`config.mk`:
```
export PLATFORM = sky130hd
export DESIGN_NAME = prga_decrypt_fsm
export DESIGN_NICKNAME = d
export VERILOG_FILES = /design/src/rtl/prga_decrypt_fsm.sv
export SDC_FILE = /design/constraint.sdc
export NUM_CORES = 1
export LEC_CHECK = 0
export ABC_AREA = 1
export BUFFER_PORTS_ARGS = -buffer_cell sky130_fd_sc_hd__buf_2
export CAP_MARGIN = 0
export CELL_PAD_IN_SITES_DETAIL_PLACEMENT = 0
export CELL_PAD_IN_SITES_GLOBAL_PLACEMENT = 2
export CORE_AREA = 4 4 114 116
export CTS_BUF_LIST = sky130_fd_sc_hd__clkbuf_4 sky130_fd_sc_hd__clkbuf_8 sky130_fd_sc_hd__clkbuf_16
export DETAILED_ROUTE_END_ITERATION = 7
export DIE_AREA = 0 0 118 120
export PLACE_DENSITY_LB_ADDON = 0.1
export RECOVER_POWER = 50
export SYNTH_ARGS = -nofsm -noshare
export SYNTH_HDL_FRONTEND = slang
export SYNTH_SLANG_ARGS = --single-unit
```
`constraint.sdc`:
```
create_clock -name clk -period 2.9 [get_ports clk]
set_input_delay 0.145 -clock clk [delete_from_list [all_inputs] [get_ports clk]]
set_output_delay 0.145 -clock clk [all_outputs]
set_load 0.03 [all_outputs]
```
`src/rtl/prga_decrypt_fsm.sv`:
```
// RC4 PRGA keystream generator XOR-decrypting MSG_LEN ROM bytes into a result RAM; 12 cycles per byte.
// No backpressure: memories are fixed 2-cycle-read slaves, DONE holds until reset.
module prga_decrypt_fsm #(
    parameter int MSG_LEN = 32
) (
    input  logic       clk,
    input  logic       reset,
    input  logic       start,
    input  logic [7:0] s_q,
    output logic [7:0] s_address,
    output logic [7:0] s_data,
    output logic       s_wren,
    output logic       s_rden,
    input  logic [7:0] rom_q,
    output logic [4:0] rom_address,
    output logic [4:0] dec_address,
    output logic [7:0] dec_data,
    output logic       dec_wren,
    output logic       not_complete
);

    typedef enum logic [3:0] {
        IDLE, RD_SI, WT_SI, CP_SI, RD_SJ, WT_SJ, CP_SJ,
        WR_SI, WR_SJ, RD_SF, WT_SF, CP_SF, WR_DEC, DONE
    } state_t;

    localparam logic [4:0] K_LAST = 5'(MSG_LEN - 1);

    state_t     state_q, state_d;
    logic [7:0] i_q, i_d, j_q, j_d;
    logic [7:0] si_val_q, si_val_d, sj_val_q, sj_val_d;
    logic [7:0] f_q, f_d, enc_q, enc_d;
    logic [4:0] k_q, k_d;

    always_ff @(posedge clk or negedge reset) begin
        if (!reset) begin
            state_q  <= IDLE;
            i_q      <= 8'd0;
            j_q      <= 8'd0;
            k_q      <= 5'd0;
            si_val_q <= 8'd0;
            sj_val_q <= 8'd0;
            f_q      <= 8'd0;
            enc_q    <= 8'd0;
        end else begin
            state_q  <= state_d;
            i_q      <= i_d;
            j_q      <= j_d;
            k_q      <= k_d;
            si_val_q <= si_val_d;
            sj_val_q <= sj_val_d;
            f_q      <= f_d;
            enc_q    <= enc_d;
        end
    end

    always_comb begin
        state_d     = state_q;
        i_d         = i_q;
        j_d         = j_q;
        k_d         = k_q;
        si_val_d    = si_val_q;
        sj_val_d    = sj_val_q;
        f_d         = f_q;
        enc_d       = enc_q;
        s_address   = 8'd0;
        s_data      = 8'd0;
        s_wren      = 1'b0;
        s_rden      = 1'b0;
        rom_address = 5'd0;
        dec_address = 5'd0;
        dec_data    = 8'd0;
        dec_wren    = 1'b0;

        case (state_q)
            IDLE: begin
                if (start) begin
                    state_d = RD_SI;
                    i_d     = 8'd1;
                    j_d     = 8'd0;
                    k_d     = 5'd0;
                end
            end
            // Addresses stay stable through the capture cycle so the read data lines up.
            RD_SI, WT_SI: begin
                s_address = i_q;
                s_rden    = 1'b1;
                state_d   = (state_q == RD_SI) ? WT_SI : CP_SI;
            end
            CP_SI: begin
                s_address = i_q;
                j_d       = j_q + s_q;
                si_val_d  = s_q;
                state_d   = RD_SJ;
            end
            RD_SJ, WT_SJ: begin
                s_address = j_q;
                s_rden    = 1'b1;
                state_d   = (state_q == RD_SJ) ? WT_SJ : CP_SJ;
            end
            CP_SJ: begin
                s_address = j_q;
                sj_val_d  = s_q;
                state_d   = WR_SI;
            end
            WR_SI: begin
                s_address = i_q;
                s_data    = sj_val_q;
                s_wren    = 1'b1;
                state_d   = WR_SJ;
            end
            WR_SJ: begin
                s_address = j_q;
                s_data    = si_val_q;
                s_wren    = 1'b1;
                state_d   = RD_SF;
            end
            // Swapped S[i]+S[j] equals si_val+sj_val, so the pre-swap copies suffice.
            RD_SF, WT_SF: begin
                s_address   = si_val_q + sj_val_q;
                rom_address = k_q;
                s_rden      = 1'b1;
                state_d     = (state_q == RD_SF) ? WT_SF : CP_SF;
            end
            CP_SF: begin
                s_address   = si_val_q + sj_val_q;
                rom_address = k_q;
                f_d         = s_q;
                enc_d       = rom_q;
                state_d     = WR_DEC;
            end
            WR_DEC: begin
                dec_address = k_q;
                dec_data    = f_q ^ enc_q;
                dec_wren    = 1'b1;
                if (k_q == K_LAST) begin
                    state_d = DONE;
                end else begin
                    k_d     = k_q + 5'd1;
                    i_d     = i_q + 8'd1;
                    state_d = RD_SI;
                end
            end
            DONE:    state_d = DONE;
            default: state_d = IDLE;
        endcase
    end

    assign not_complete = (state_q != DONE);

endmodule

```
==> results of run 1 <==
[worst max path at each step]
stage	from	end	slack, ns	cells after the start
after floorplan	state_q[1]$_DFFE_PN0P_	dec_address[0]	1.12	7
after global placement	state_q[2]$_DFFE_PN0P_	sj_val_q[3]$_DFFE_PN0P_	0.70	4
after detailed placement	state_q[2]$_DFFE_PN0P_	sj_val_q[6]$_DFFE_PN0P_	0.68	4
after CTS	state_q[2]$_DFFE_PN0P_	s_address[6]	0.36	9
after global routing	state_q[2]$_DFFE_PN0P_	s_address[7]	0.07	9
final	state_q[2]$_DFFE_PN0P_	s_address[4]	0.34	9
[cells in the final DEF (no fill, tap or decap), types with 2 or more instances in the layout]
master and count:
sky130_fd_sc_hd__ha_1 17, sky130_fd_sc_hd__mux2_1 3, sky130_fd_sc_hd__clkinvlp_4 2, sky130_fd_sc_hd__xor2_1 3, sky130_fd_sc_hd__clkinv_2 2, sky130_fd_sc_hd__nand2_1 142
sky130_fd_sc_hd__xnor2_1 10, sky130_fd_sc_hd__o211ai_1 4, sky130_fd_sc_hd__o21ai_1 4, sky130_fd_sc_hd__nand3_1 46, sky130_fd_sc_hd__clkbuf_16 9, sky130_fd_sc_hd__fa_1 2
sky130_fd_sc_hd__dfrtp_1 57, sky130_fd_sc_hd__nor2_1 32, sky130_fd_sc_hd__mux2_2 5, sky130_fd_sc_hd__nand2_2 2, sky130_fd_sc_hd__or2_2 2, sky130_fd_sc_hd__inv_2 9
sky130_fd_sc_hd__inv_1 60, sky130_fd_sc_hd__a21oi_1 11, sky130_fd_sc_hd__nand4_1 9, sky130_fd_sc_hd__o21ai_0 37, sky130_fd_sc_hd__buf_2 55, sky130_fd_sc_hd__o22ai_1 3
[cells by family after synthesis]
family	share of synthesized area
AND/OR/NAND/NOR	0.285
buffers and inverters	0.0881
AO/OA/AOI/OAI	0.0924
flip-flops	0.405
adder cells (fa/ha/maj)	0.0718
XOR/XNOR	0.0323
multiplexers	0.0256
[metal layers]
metal / vias to the layer above / track usage / part of all wire
met5: - / 0 / 0
met4: 0 / 0.0571 / 0.020
met3: 17 / 0.0335 / 0.048
met2: 68 / 0.226 / 0.43
met1: 1492 / 0.221 / 0.50
li1: 1643 / - / -
[final cells by class]
class                           count  share of cell area
Clock buffer                       10              0.0566
Multi-Input combinational cell    338               0.421
Clock inverter                      6              0.0101
Inverter                           70              0.0622
Sequential cell                    57               0.338
Tap cell                          147              0.0436
Timing Repair Buffer               58              0.0691
[stage by stage]
| step | setup slack [ns] | util |
|---|---|---|
| 2_1_floorplan | 1.12 | - |
| 5_1_grt | 0.0743 | 0.354 |
| 4_1_cts | 0.364 | 0.356 |
| 6_report | 0.342 | 0.354 |
| 3_5_place_dp | 0.684 | 0.332 |
| 3_3_place_gp | 0.703 | 0.332 |
[power groups by stage]
stage	Sequential [mW]	Combinational [mW]	Clock, mW
final	1.51	2.36	0.997
after global routing	1.56	2.72	1.06
after CTS	1.51	2.42	1.02
after detailed placement	1.52	2.41	0
after global placement	1.53	2.39	0
after floorplan	1.39	1.83	0
[state kept, by name, summed over array words and instances (netlist names)]
signal    flops
si_val_q      8
enc_q         8
sj_val_q      8
f_q           8
k_q           5
j_q           8
state_q       4
i_q           8
==> results.md, run 1 <==
Setup path:
- The critical path data required time is 2.76 ns.
- The worst setup path is of the flip-flop to output port kind.
- STA puts the critical path data arrival time at 2.41 ns.
- In this run the worst path has a maximum fanout of 11.
- The worst reg2reg path depth is 8.
- In this run the critical register-to-register path is launched from state_q[2]$_DFFE_PN0P_.
- The critical path buffer and inverter count is 3.
- The slowest library cell on the worst path is sky130_fd_sc_hd__nor2_1.
- For this run, the slowest stage of the critical path takes 0.59 ns.
- The endpoint identified for the worst register-to-register timing path is j_q[3]$_DFFE_PN0P_.
- STA classifies the critical path startpoint as a flip-flop.
- The flop-to-flop setup slack is 0.61 ns.
- Traced cell by cell, the critical path runs through clkinv_1 > nor2_1 > nand2_1 > o21ai_2 > nand2_1 > nand2_1 > inv_1 > o21ai_1 > buf_2.
- Counting stages on the worst path, the most repeated cell is sky130_fd_sc_hd__nand2_1.
- The largest delay contributor family on the critical path is simple AND/OR/NAND/NOR gates.
- STA classifies the critical path endpoint as an output port.

Finish:
- The number of standard cells in the layout, taps in and fillers out is 686.
- The number of nets in the finished design is roughly 570.
- The area used by multi-input combinational logic is 0.00178 mm².
- Summing all non-filler instances in the final layout gives an area of 0.00422 mm².
- The count of antenna diodes in the layout is 0.
- In the final layout, flip-flops and latches occupy 0.00143 mm².
- The proportion of layout cells with a drive suffix above 1 is 0.174.
- After filler insertion, the fill cell instance count of the layout stands at 1312.
- The layout overhead on the synthesized area is 19.9%.

Placed design:
- The quantity of I/O buffers inserted on ports is 56.
- The placed wire-length estimate is a little over 8000 µm.
- The placed cell area is 0.00395 mm².
- The number of placed instances, taps included, is 670.
- The routability congestion estimate from global placement is 0.771.

CTS:
- Counting every sink on the clock net gives 57.
- The buffer levels on the longest clock path is 2.
- In this run, post-CTS repair resized a total of 0 instances.
- The maximum level of the CTS H-tree is 3.
- The count of hold buffers inserted by post-cts repair is 0.
- The tree is rooted in a sky130_fd_sc_hd__clkbuf_16.
- The number of setup buffers added after CTS is 0.
- The TritonCTS clock tree is done.
- At the later pin of the worst-skew pair, clock insertion delay measures between 0.3 and 0.4 ns.
- After clock tree synthesis, the clock-pin slew on the worst setup and hold paths is 0.05 ns.
- The number of buffers created by CTS is 9.

Logic synthesis:
- The register bit total from synthesis is 57.
- In the post-synthesis netlist, the biggest area contributors are sky130_fd_sc_hd__dfrtp_1 40%, sky130_fd_sc_hd__nand2_1 15%, sky130_fd_sc_hd__nand3_1 6.5%, sky130_fd_sc_hd__inv_1 6.3%, sky130_fd_sc_hd__ha_1 6.0%.
- The number of nets in the synthesized netlist is 511.
- The share of synthesized area in the top cell type comes to 0.405.
- The primary flip-flop cell chosen by synthesis mapping is sky130_fd_sc_hd__dfrtp_1.
- Synthesis produced 473 cells.
- The synthesized cell area is 0.00352 mm².
- A synthesized cell averages 7.45 µm².
- The synthesized design spends more area on one cell type than any other, namely sky130_fd_sc_hd__dfrtp_1.
- Ranked by instance count, the synthesized netlist is headed by 141 x sky130_fd_sc_hd__nand2_1, 59 x sky130_fd_sc_hd__inv_1, 57 x sky130_fd_sc_hd__dfrtp_1, 46 x sky130_fd_sc_hd__nand3_1, 37 x sky130_fd_sc_hd__o21ai_0.
- Yosys printed 0 warnings.
- Of all flip-flops after synthesis, the portion carrying an async set or reset was 1.00.
- The most common cell in the synthesized netlist is sky130_fd_sc_hd__nand2_1.
- Synthesis instantiated 30 different standard cells from the library.
- The number of synthesized flops with an enable pin is 0.
- For this run, the register share of the synthesized area comes to 0.405.

STA:
- The transition time of the tightest slew-check pin is 1.53 ns.
- The headroom to the max-slew limit is -0.0229.
- The ratio of final minimum period to clock period is 0.882.
- The clock tree skew after final layout is between 0.007 and 0.008 ns.
- The number of max-slew violations in the final report is 58.
- The hold violation total from the final report is 0.
- The smallest hold slack is about 0.022 ns.
- The fmax is about 390 MHz.
- Setup repair after global routing left no endpoint under its margin.
- Setup violations remaining at the end of the flow were counted as 0.
- The summed negative setup slack over all endpoints is 0 ns.
- The clock period minus worst slack is 2.56 ns.

Power:
- The static leakage is roughly 2.3 nW.
- The design draws 4.87 mW.
- The share of total power dissipated in the clock network is 0.205.
- The proportion of total power due to net switching is 0.472.
- The internal power component is 2.57 mW.
- For this design the total switching power over the nets is 2.30 mW.
- The total power divided by cell area is 1150 mW/mm².
- The peak ir drop on the vdd network is 0.000284 V.
- The proportion of power drawn by combinational gates is 0.485.
- The share of total power dissipated in sequential elements is 0.310.

Global route:
- The number of antenna violations at the first check in global routing came to 0.
- The largest net degree at the start of global routing is 58.
- In the global route stage, overall resource usage came out at 0.154.
- The number of global-route vias before repair came to around 3100.
- Global routing finished with a remaining overflow of 0.
- The first-pass GRT wire length is 17000 µm.

Floorplanning:
- The area of the core is 0.0119 mm².
- The initial utilization of the core area, before any placement, comes to 0.296.
- The die covers ~0.014 mm².
- The floorplan has 40 rows.
- The number of top-level design ports is 57.
- The die height is around 120 µm.
- The die boundary width is 118 µm.

Worst hold path:
- In this run the most critical hold path is launched from rom_q[6].
- The type of the tightest min-delay check is primary input to flip-flop.
- The worst hold path terminates at enc_q[6]$_DFFE_PN0P_.
- The worst hold path passes through 2 cells.

Outcome:
- The checks that failed: max-capacitance violations, max-slew violations.
- The run finished, with violations left.

Flow run:
- Across the run, the number of max-cap violations was 1.

Route:
- The final route contains 3220 vias.
- The detailed-routing iteration count for the pre-antenna-repair pass is 4.
- After detailed routing, the number of vias per cell comes to 4.69.
- The initial DRC count is 133.
- The final wirelength is 10500 µm.
- The remaining antenna violation count after routing is 0.
- The mean routed wirelength per cell is 15.3 µm.
- The detailed-route DRC error count is 0.
No activity file was read; power rests on OpenSTA's default activity.
==> run 2: changes to the inputs <==
clock period = 2.5 ns   (was 2.9 ns; I/O delays follow)
==> results.md, run 2 (same netlist as run 1, synthesis figures left out) <==
CTS:
- The maximum level of the CTS H-tree was 3 (unchanged).
- The number of buffers created by CTS is 9 (unchanged).
- The cell chosen for the clock root is sky130_fd_sc_hd__clkbuf_16 (unchanged).
- The number of clock sinks is 57 (unchanged).
- The buffer levels on the longest clock path is 2 (unchanged).
- The TritonCTS clock tree was done (unchanged).
- The clock network latency to the later pin of the worst-skew pair is 0.32 ns (was 0.33 ns).
- The clock input transition at the sequential cells of the worst setup and hold paths is 0.06 ns (was 0.05 ns).
- The number of gates resized after CTS was 0 (unchanged).

Setup path:
- The end point of the critical path was dec_data[1] (was s_address[4]).
- Crit path cell chain: inv_1 > nand2_1 > nor2_1 > buf_4 > inv_2 > nor2_1 > buf_2 (was clkinv_1 > nor2_1 > nand2_1 > o21ai_2 > nand2_1 > nand2_1 > inv_1 > o21ai_1 > buf_2).
- The first element of the critical path is state_q[1]$_DFFE_PN0P_ (was state_q[2]$_DFFE_PN0P_).
- The worst endpoint data arrival time was 2.12 ns (was 2.41 ns).
- The delay contributed by the slowest stage of the critical path is 0.41 ns (was 0.59 ns).
- The top fanout value on the critical path was 14 (was 11).
- The capturing point of the worst reg2reg path was j_q[3]$_DFFE_PN0P_ (unchanged).
- The flop-to-flop setup slack was 0.29 ns (was 0.61 ns).
- The slowest library cell on the worst path is sky130_fd_sc_hd__dfrtp_1 (was sky130_fd_sc_hd__nor2_1).
- The category of the worst setup path launch point is a flip-flop (unchanged).
- The capturing element type of the critical path was an output port (unchanged).
- The worst reg2reg path depth was 8 (unchanged).
- The cell repeated most along the worst path is sky130_fd_sc_hd__nor2_1 (was sky130_fd_sc_hd__nand2_1).
- The worst reg2reg path startpoint was state_q[2]$_DFFE_PN0P_ (unchanged).
- The critical path data required time is 2.38 ns (was 2.76 ns).
- The worst setup path category is flip-flop to output port (unchanged).

Floorplanning:
- The number of placement rows is 40 (unchanged).
- The die outline area was 0.0142 mm² (unchanged).
- The starting density of the core is 0.296 (unchanged).
- The die boundary width came to 118 µm (unchanged).
- The area of the core is 0.0119 mm² (unchanged).
- The die height is 120 µm (unchanged).
- The number of top-level design ports was 57 (unchanged).

Power:
- The static leakage is 2.33 nW (was 2.28 nW).
- The total power divided by cell area was 1370 mW/mm² (was 1150 mW/mm²).
- The peak ir drop on the vdd network came to 0.000473 V (was 0.000284 V).

Route:
- The final wirelength was 10300 µm (was 10500 µm).
- The via count of the routed design is 3186 (was 3220).
- The detailed-route DRC error count is 0 (unchanged).
- The detailed-routing iteration count for the pre-antenna-repair pass is 4 (unchanged).
- The mean number of vias per cell is 4.62 (was 4.69).
- The mean routed wirelength per cell is 15.0 µm (was 15.3 µm).
- The remaining antenna violation count after routing is 0 (unchanged).
- The initial DRC count is 153 (was 133).

Finish:
- The count of antenna diodes in the layout is 0 (unchanged).
- The commonest non-fill, non-tap cell in the layout is sky130_fd_sc_hd__nand2_1 (unchanged).
- Most frequent cells in the layout: 142 x sky130_fd_sc_hd__nand2_1, 61 x sky130_fd_sc_hd__inv_1, 57 x sky130_fd_sc_hd__dfrtp_1 (was 142 x sky130_fd_sc_hd__nand2_1, 60 x sky130_fd_sc_hd__inv_1, 57 x sky130_fd_sc_hd__dfrtp_1).
- The proportion of layout cells with a drive suffix above 1 is 0.175 (was 0.174).
- The layout overhead on the synthesized area is 22.4% (was 19.9%).
- The number of nets in the finished design is 575 (was 572).
- The final core utilization is 0.362 (was 0.354).
- The count of filler cells inserted in the layout is 1306 (was 1312).

STA:
- RSZ-0062 raised after global routing: false (unchanged).
- The hold violation total from the final report is 0 (unchanged).
- The summed negative setup slack over all endpoints is 0 ns (unchanged).
- The number of max-slew violations in the final report is 0 (was 58).
- The headroom to the max-slew limit is 0.242 (was -0.0229).
- The ratio of final minimum period to clock period is 0.897.
- The transition time of the tightest slew-check pin came to 1.14 ns (was 1.53 ns).
- The clock tree skew after final layout was 0.00502 ns (was 0.00713 ns).
- The clock period minus worst slack is ~2.2 ns.
- The final-report setup violation count was 0 (unchanged).
- The fmax is approximately 450 MHz.

Outcome:
- Run status: finished, final reports clean (was finished, violations left).

Global route:
- The first-pass GRT wire length was 17100 µm (was 17000 µm).
- The sum of overflow across all layers after global routing is 0 (unchanged).
- The global router's overall resource usage came to 0.152 (was 0.154).
- The number of global-route vias before repair was 3125 (was 3107).
- The largest net degree at the start of global routing is 26 (was 58).
- The number of antenna violations at the first check in global routing is 0 (unchanged).

Placed design:
- The quantity of I/O buffers inserted on ports is 56 (unchanged).
- The placed wire-length estimate is 8240 µm (was 8130 µm).
- The routability congestion estimate from global placement is 0.858 (was 0.771).

Flow run:
- The max capacitance violation total was 0 (was 1).

Worst hold path:
- The type of the tightest min-delay check is primary input to flip-flop (unchanged).
==> run 2: power by group <==
group	internal, mW	switching, mW
Combinational	0.960	1.79
Clock	0.983	0.448
Sequential	1.34	0.399
Total	3.28	2.64
==> run 2: area by class of cell <==
cell class	count	area, µm²	area share
repair buffers	61	313	0.0725
well taps	147	184	0.0427
clock inverters	7	125	0.0290
clock buffers	9	225	0.0522
flip-flops and latches	57	1430	0.331
multi-input cells	338	1780	0.412
inverters	70	263	0.0609
==> run 2: worst min path at each step <==
stage	startpoint	endpoint	slack, ns	cells past startpoint
2_1_floorplan	reset	enc_q[0]$_DFFE_PN0P_	-0.17	0
3_3_place_gp	reset	state_q[1]$_DFFE_PN0P_	0.13	1
3_5_place_dp	reset	state_q[1]$_DFFE_PN0P_	0.13	1
4_1_cts	rom_q[7]	enc_q[7]$_DFFE_PN0P_	0.004	2
5_1_grt	rom_q[6]	enc_q[6]$_DFFE_PN0P_	0.005	2
6_report	rom_q[7]	enc_q[7]$_DFFE_PN0P_	0.01	2
==> run 2: what timing repair did <==
item | CTS | global route
setup endpoints to repair | 0 | 0
endpoints found under the hold margin | 16 | 0
hold buffers | 1 | 0
setup buffers | 0 | 0
==> run 2: per-stage QoR <==
step	total power [mW]	cells	setup WS, ns	instance area, µm²	hold WS (ns)
2_1_floorplan	3.74	473	0.744	3520	-0.171
3_3_place_gp	4.54	672	0.505	3970	0.133
3_5_place_dp	4.55	672	0.529	3970	0.126
4_1_cts	6.01	689	0.194	4330	0.00394
5_1_grt	6.47	689	0.0775	4310	0.00478
6_report	5.92	689	0.258	4310	0.0122
==> run 2: metal layers <==
| layer | GRT usage | vias to the layer above | wire, µm |
|---|---|---|---|
| li1 | - | 1646 | - |
| met3 | 0.0297 | 10 | 470 |
| met5 | 0 | - | 0 |
| met1 | 0.219 | 1469 | 5230 |
| met2 | 0.230 | 61 | 4490 |
| met4 | 0.0432 | 0 | 145 |
==> run 2: critical path, delay by kind of cell (launching register included) <==
family	cells	cell delay, ns
flip-flops	1	0.41
AND/OR/NAND/NOR	3	0.67
buffers and inverters	4	0.71
==> run 3: changes to the inputs <==
CORE_AREA = 4 4 94 132   (was 4 4 114 116)
DIE_AREA = 0 0 98 136   (was 0 0 118 120)
==> results.md, run 3 (same netlist as run 1, synthesis figures left out) <==
Finish:
- The number of nets in the finished design was 577 (was 575).
- The layout overhead on the synthesized area was 22.3% (was 22.4%).
- The count of antenna diodes in the layout is 0 (unchanged).
- Most frequent cells in the layout: 142 x sky130_fd_sc_hd__nand2_1, 61 x sky130_fd_sc_hd__inv_1, 57 x sky130_fd_sc_hd__dfrtp_1 (unchanged).
- The final core utilization is 0.384 (was 0.362).
- The proportion of layout cells with a drive suffix above 1 was 0.173 (was 0.175).
- The commonest non-fill, non-tap cell in the layout is sky130_fd_sc_hd__nand2_1 (unchanged).

Route:
- The detailed-routing iteration count for the pre-antenna-repair pass is 4 (unchanged).
- The detailed-route DRC error count came to 0 (unchanged).
- The mean routed wirelength per cell was 14.8 µm (was 15.0 µm).
- The mean number of vias per cell is 4.62 (about the same).
- The initial DRC count was 113 (was 153).
- The final wirelength is 10200 µm (was 10300 µm).
- The via count of the routed design is 3176 (was 3186).
- The remaining antenna violation count after routing was 0 (unchanged).

STA:
- The number of max-slew violations in the final report is 29 (was 0).
- RSZ-0062 raised after global routing: false (unchanged).
- The setup slack after layout is 0.264 ns (was 0.258 ns).
- The ratio of final minimum period to clock period is 0.894 (was 0.897).
- The clock period minus worst slack is 2.24 ns (about the same).
- The headroom to the max-slew limit is -0.119 (was 0.242).
- The hold violation total from the final report is 0 (unchanged).
- The transition time of the tightest slew-check pin is 1.68 ns (was 1.14 ns).
- The clock tree skew after final layout came to 0.00422 ns (was 0.00502 ns).
- The final-report setup violation count came to 0 (unchanged).
- The summed negative setup slack over all endpoints is 0 ns (unchanged).
- The fmax is 447 MHz (was 446 MHz).

Setup path:
- The worst setup path category is flip-flop to output port (unchanged).
- The critical path data required time is 2.38 ns (about the same).
- The worst endpoint data arrival time is 2.11 ns (was 2.12 ns).
- Crit path cell chain: inv_2 > nor2_1 > nand2_1 > o21ai_2 > nand2_1 > nand2_1 > inv_1 > o21ai_1 > buf_2 (was inv_1 > nand2_1 > nor2_1 > buf_4 > inv_2 > nor2_1 > buf_2).
- The cell repeated most along the worst path is sky130_fd_sc_hd__nand2_1 (was sky130_fd_sc_hd__nor2_1).
- The top fanout value on the critical path is 8 (was 14).
- The capturing element type of the critical path is an output port (unchanged).
- The category of the worst setup path launch point is a flip-flop (unchanged).
- The worst reg2reg path startpoint is state_q[2]$_DFFE_PN0P_ (unchanged).
- The first element of the critical path is state_q[2]$_DFFE_PN0P_ (was state_q[1]$_DFFE_PN0P_).
- The largest delay contributor family on the critical path is simple AND/OR/NAND/NOR gates (was buffers and inverters).
- The delay contributed by the slowest stage of the critical path is 0.43 ns (was 0.41 ns).
- The critical path buffer and inverter count is 3 (was 4).
- The slowest library cell on the worst path is sky130_fd_sc_hd__dfrtp_1 (unchanged).

Global route:
- The met1 demand-to-capacity share in global routing came to 0.191 (was 0.219).
- The fraction of met2 tracks used by global routing is 0.301 (was 0.230).
- The sum of overflow across all layers after global routing is 0 (unchanged).
- The first-pass GRT wire length is 17000 µm (was 17100 µm).
- The number of global-route vias before repair is 3292 (was 3125).
- The largest net degree at the start of global routing is 31 (was 26).
- The global router's overall resource usage is 0.163 (was 0.152).
- The number of antenna violations at the first check in global routing is 0 (unchanged).
- The routing layer with the top usage in global route is met2 (unchanged).
- The met3 track demand over resource in global routing is 0.0318 (was 0.0297).

CTS:
- The buffer levels on the longest clock path was 2 (unchanged).
- The cell chosen for the clock root is sky130_fd_sc_hd__clkbuf_16 (unchanged).
- The number of clock sinks is 57 (unchanged).
- The TritonCTS clock tree was done (unchanged).
- The maximum level of the CTS H-tree is 3 (unchanged).
- The clock network latency to the later pin of the worst-skew pair is 0.33 ns (was 0.32 ns).
- The post-CTS setup buffer count is 0 (unchanged).
- The number of buffers created by CTS is 9 (unchanged).
- The clock input transition at the sequential cells of the worst setup and hold paths is 0.06 ns (about the same).
- The number of gates resized after CTS is 0 (unchanged).
- The count of hold buffers inserted by post-cts repair is 3 (was 1).

Floorplanning:
- The starting density of the core came to 0.314 (was 0.296).
- The number of placement rows is 46 (was 40).
- The area of the core is 0.0112 mm² (was 0.0119 mm²).
- The die height came to 136 µm (was 120 µm).
- The number of top-level design ports came to 57 (unchanged).
- The die boundary width is 98 µm (was 118 µm).
- The die outline area is 0.0133 mm² (was 0.0142 mm²).

Outcome:
- The final reports fail on max-capacitance violations, max-slew violations.
- Run status: finished, violations left (was finished, final reports clean).

Placed design:
- The worst setup timing slack at the placement stage is 0.572 ns (was 0.529 ns).
- The placed wire-length estimate is 7980 µm (was 8240 µm).
- The quantity of I/O buffers inserted on ports came to 56 (unchanged).
- The routability congestion estimate from global placement is 0.820 (was 0.858).

Power:
- The static leakage was 2.32 nW (was 2.33 nW).
- The proportion of total power due to net switching is 0.455 (was 0.446).
- The total power divided by cell area was 1360 mW/mm² (was 1370 mW/mm²).
- The proportion of power drawn by flip-flops and latches is 0.291 (was 0.293).
- The power after layout is 5.84 mW (was 5.92 mW).
- The clock power share is 0.234 (was 0.242).
- The internal power component came to 3.18 mW (was 3.28 mW).
- The switching component of the power is 2.66 mW (was 2.64 mW).
- The proportion of power drawn by combinational gates was 0.475 (was 0.465).
- The peak ir drop on the vdd network is 0.000406 V (was 0.000473 V).

Worst hold path:
- The type of the tightest min-delay check is primary input to flip-flop (unchanged).
- The start point of the worst min-delay path is rom_q[7] (unchanged).

Flow run:
- The max capacitance violation total is 1 (was 0).
==> run 3: power groups by stage <==
stage	combinational [mW]	clock (mW)	sequential [mW]
finish	2.77	1.36	1.70
global route	3.18	1.45	1.76
CTS	2.87	1.40	1.71
detailed placement	2.85	0	1.72
global placement	2.84	0	1.72
floorplan	2.13	0	1.61
==> run 3: worst register-to-register path, stage by stage (launching register included) <==
cell and delay [ns]:
sky130_fd_sc_hd__dfrtp_1 0.43, sky130_fd_sc_hd__nor2_4 0.28, sky130_fd_sc_hd__nand2_1 0.56, sky130_fd_sc_hd__mux2_1 0.53
==> run 3: final timing paths <==
path,to,slack [ns],cells past startpoint
worst min register to register,f_q[7]$_DFFE_PN0P_,0.51,2
max in group asynchronous,sj_val_q[7]$_DFFE_PN0P_,0.42,3
worst max-delay path,s_address[4],0.26,9
worst max register to register,enc_q[7]$_DFFE_PN0P_,0.58,3
worst min-delay path,enc_q[7]$_DFFE_PN0P_,0.01,2
min in group asynchronous,i_q[6]$_DFFE_PN0P_,0.76,2
==> run 3: layout make-up <==
class / count / area (µm²)
fillers: 1226 / 6920
multi-input cells: 338 / 1780
flip-flops and latches: 57 / 1430
repair buffers: 63 / 334
inverters: 70 / 263
clock buffers: 9 / 225
well taps: 144 / 180
clock inverters: 7 / 103
==> run 3: metal layers <==
metal	part of all wire	routed length, µm
met1	0.43	4330
met2	0.53	5380
met3	0.031	311
met4	0.014	144
met5	0	0
==> run 3: through the flow <==
stage / hold WS (ns) / area [µm²] / std cells
final: 0.0122 / 4310 / 688
after global routing: 0.00738 / 4310 / 688
after CTS: 0.00532 / 4340 / 688
after detailed placement: 0.230 / 3980 / 669
after global placement: 0.229 / 3980 / 669
after floorplan: -0.171 / 3520 / 473
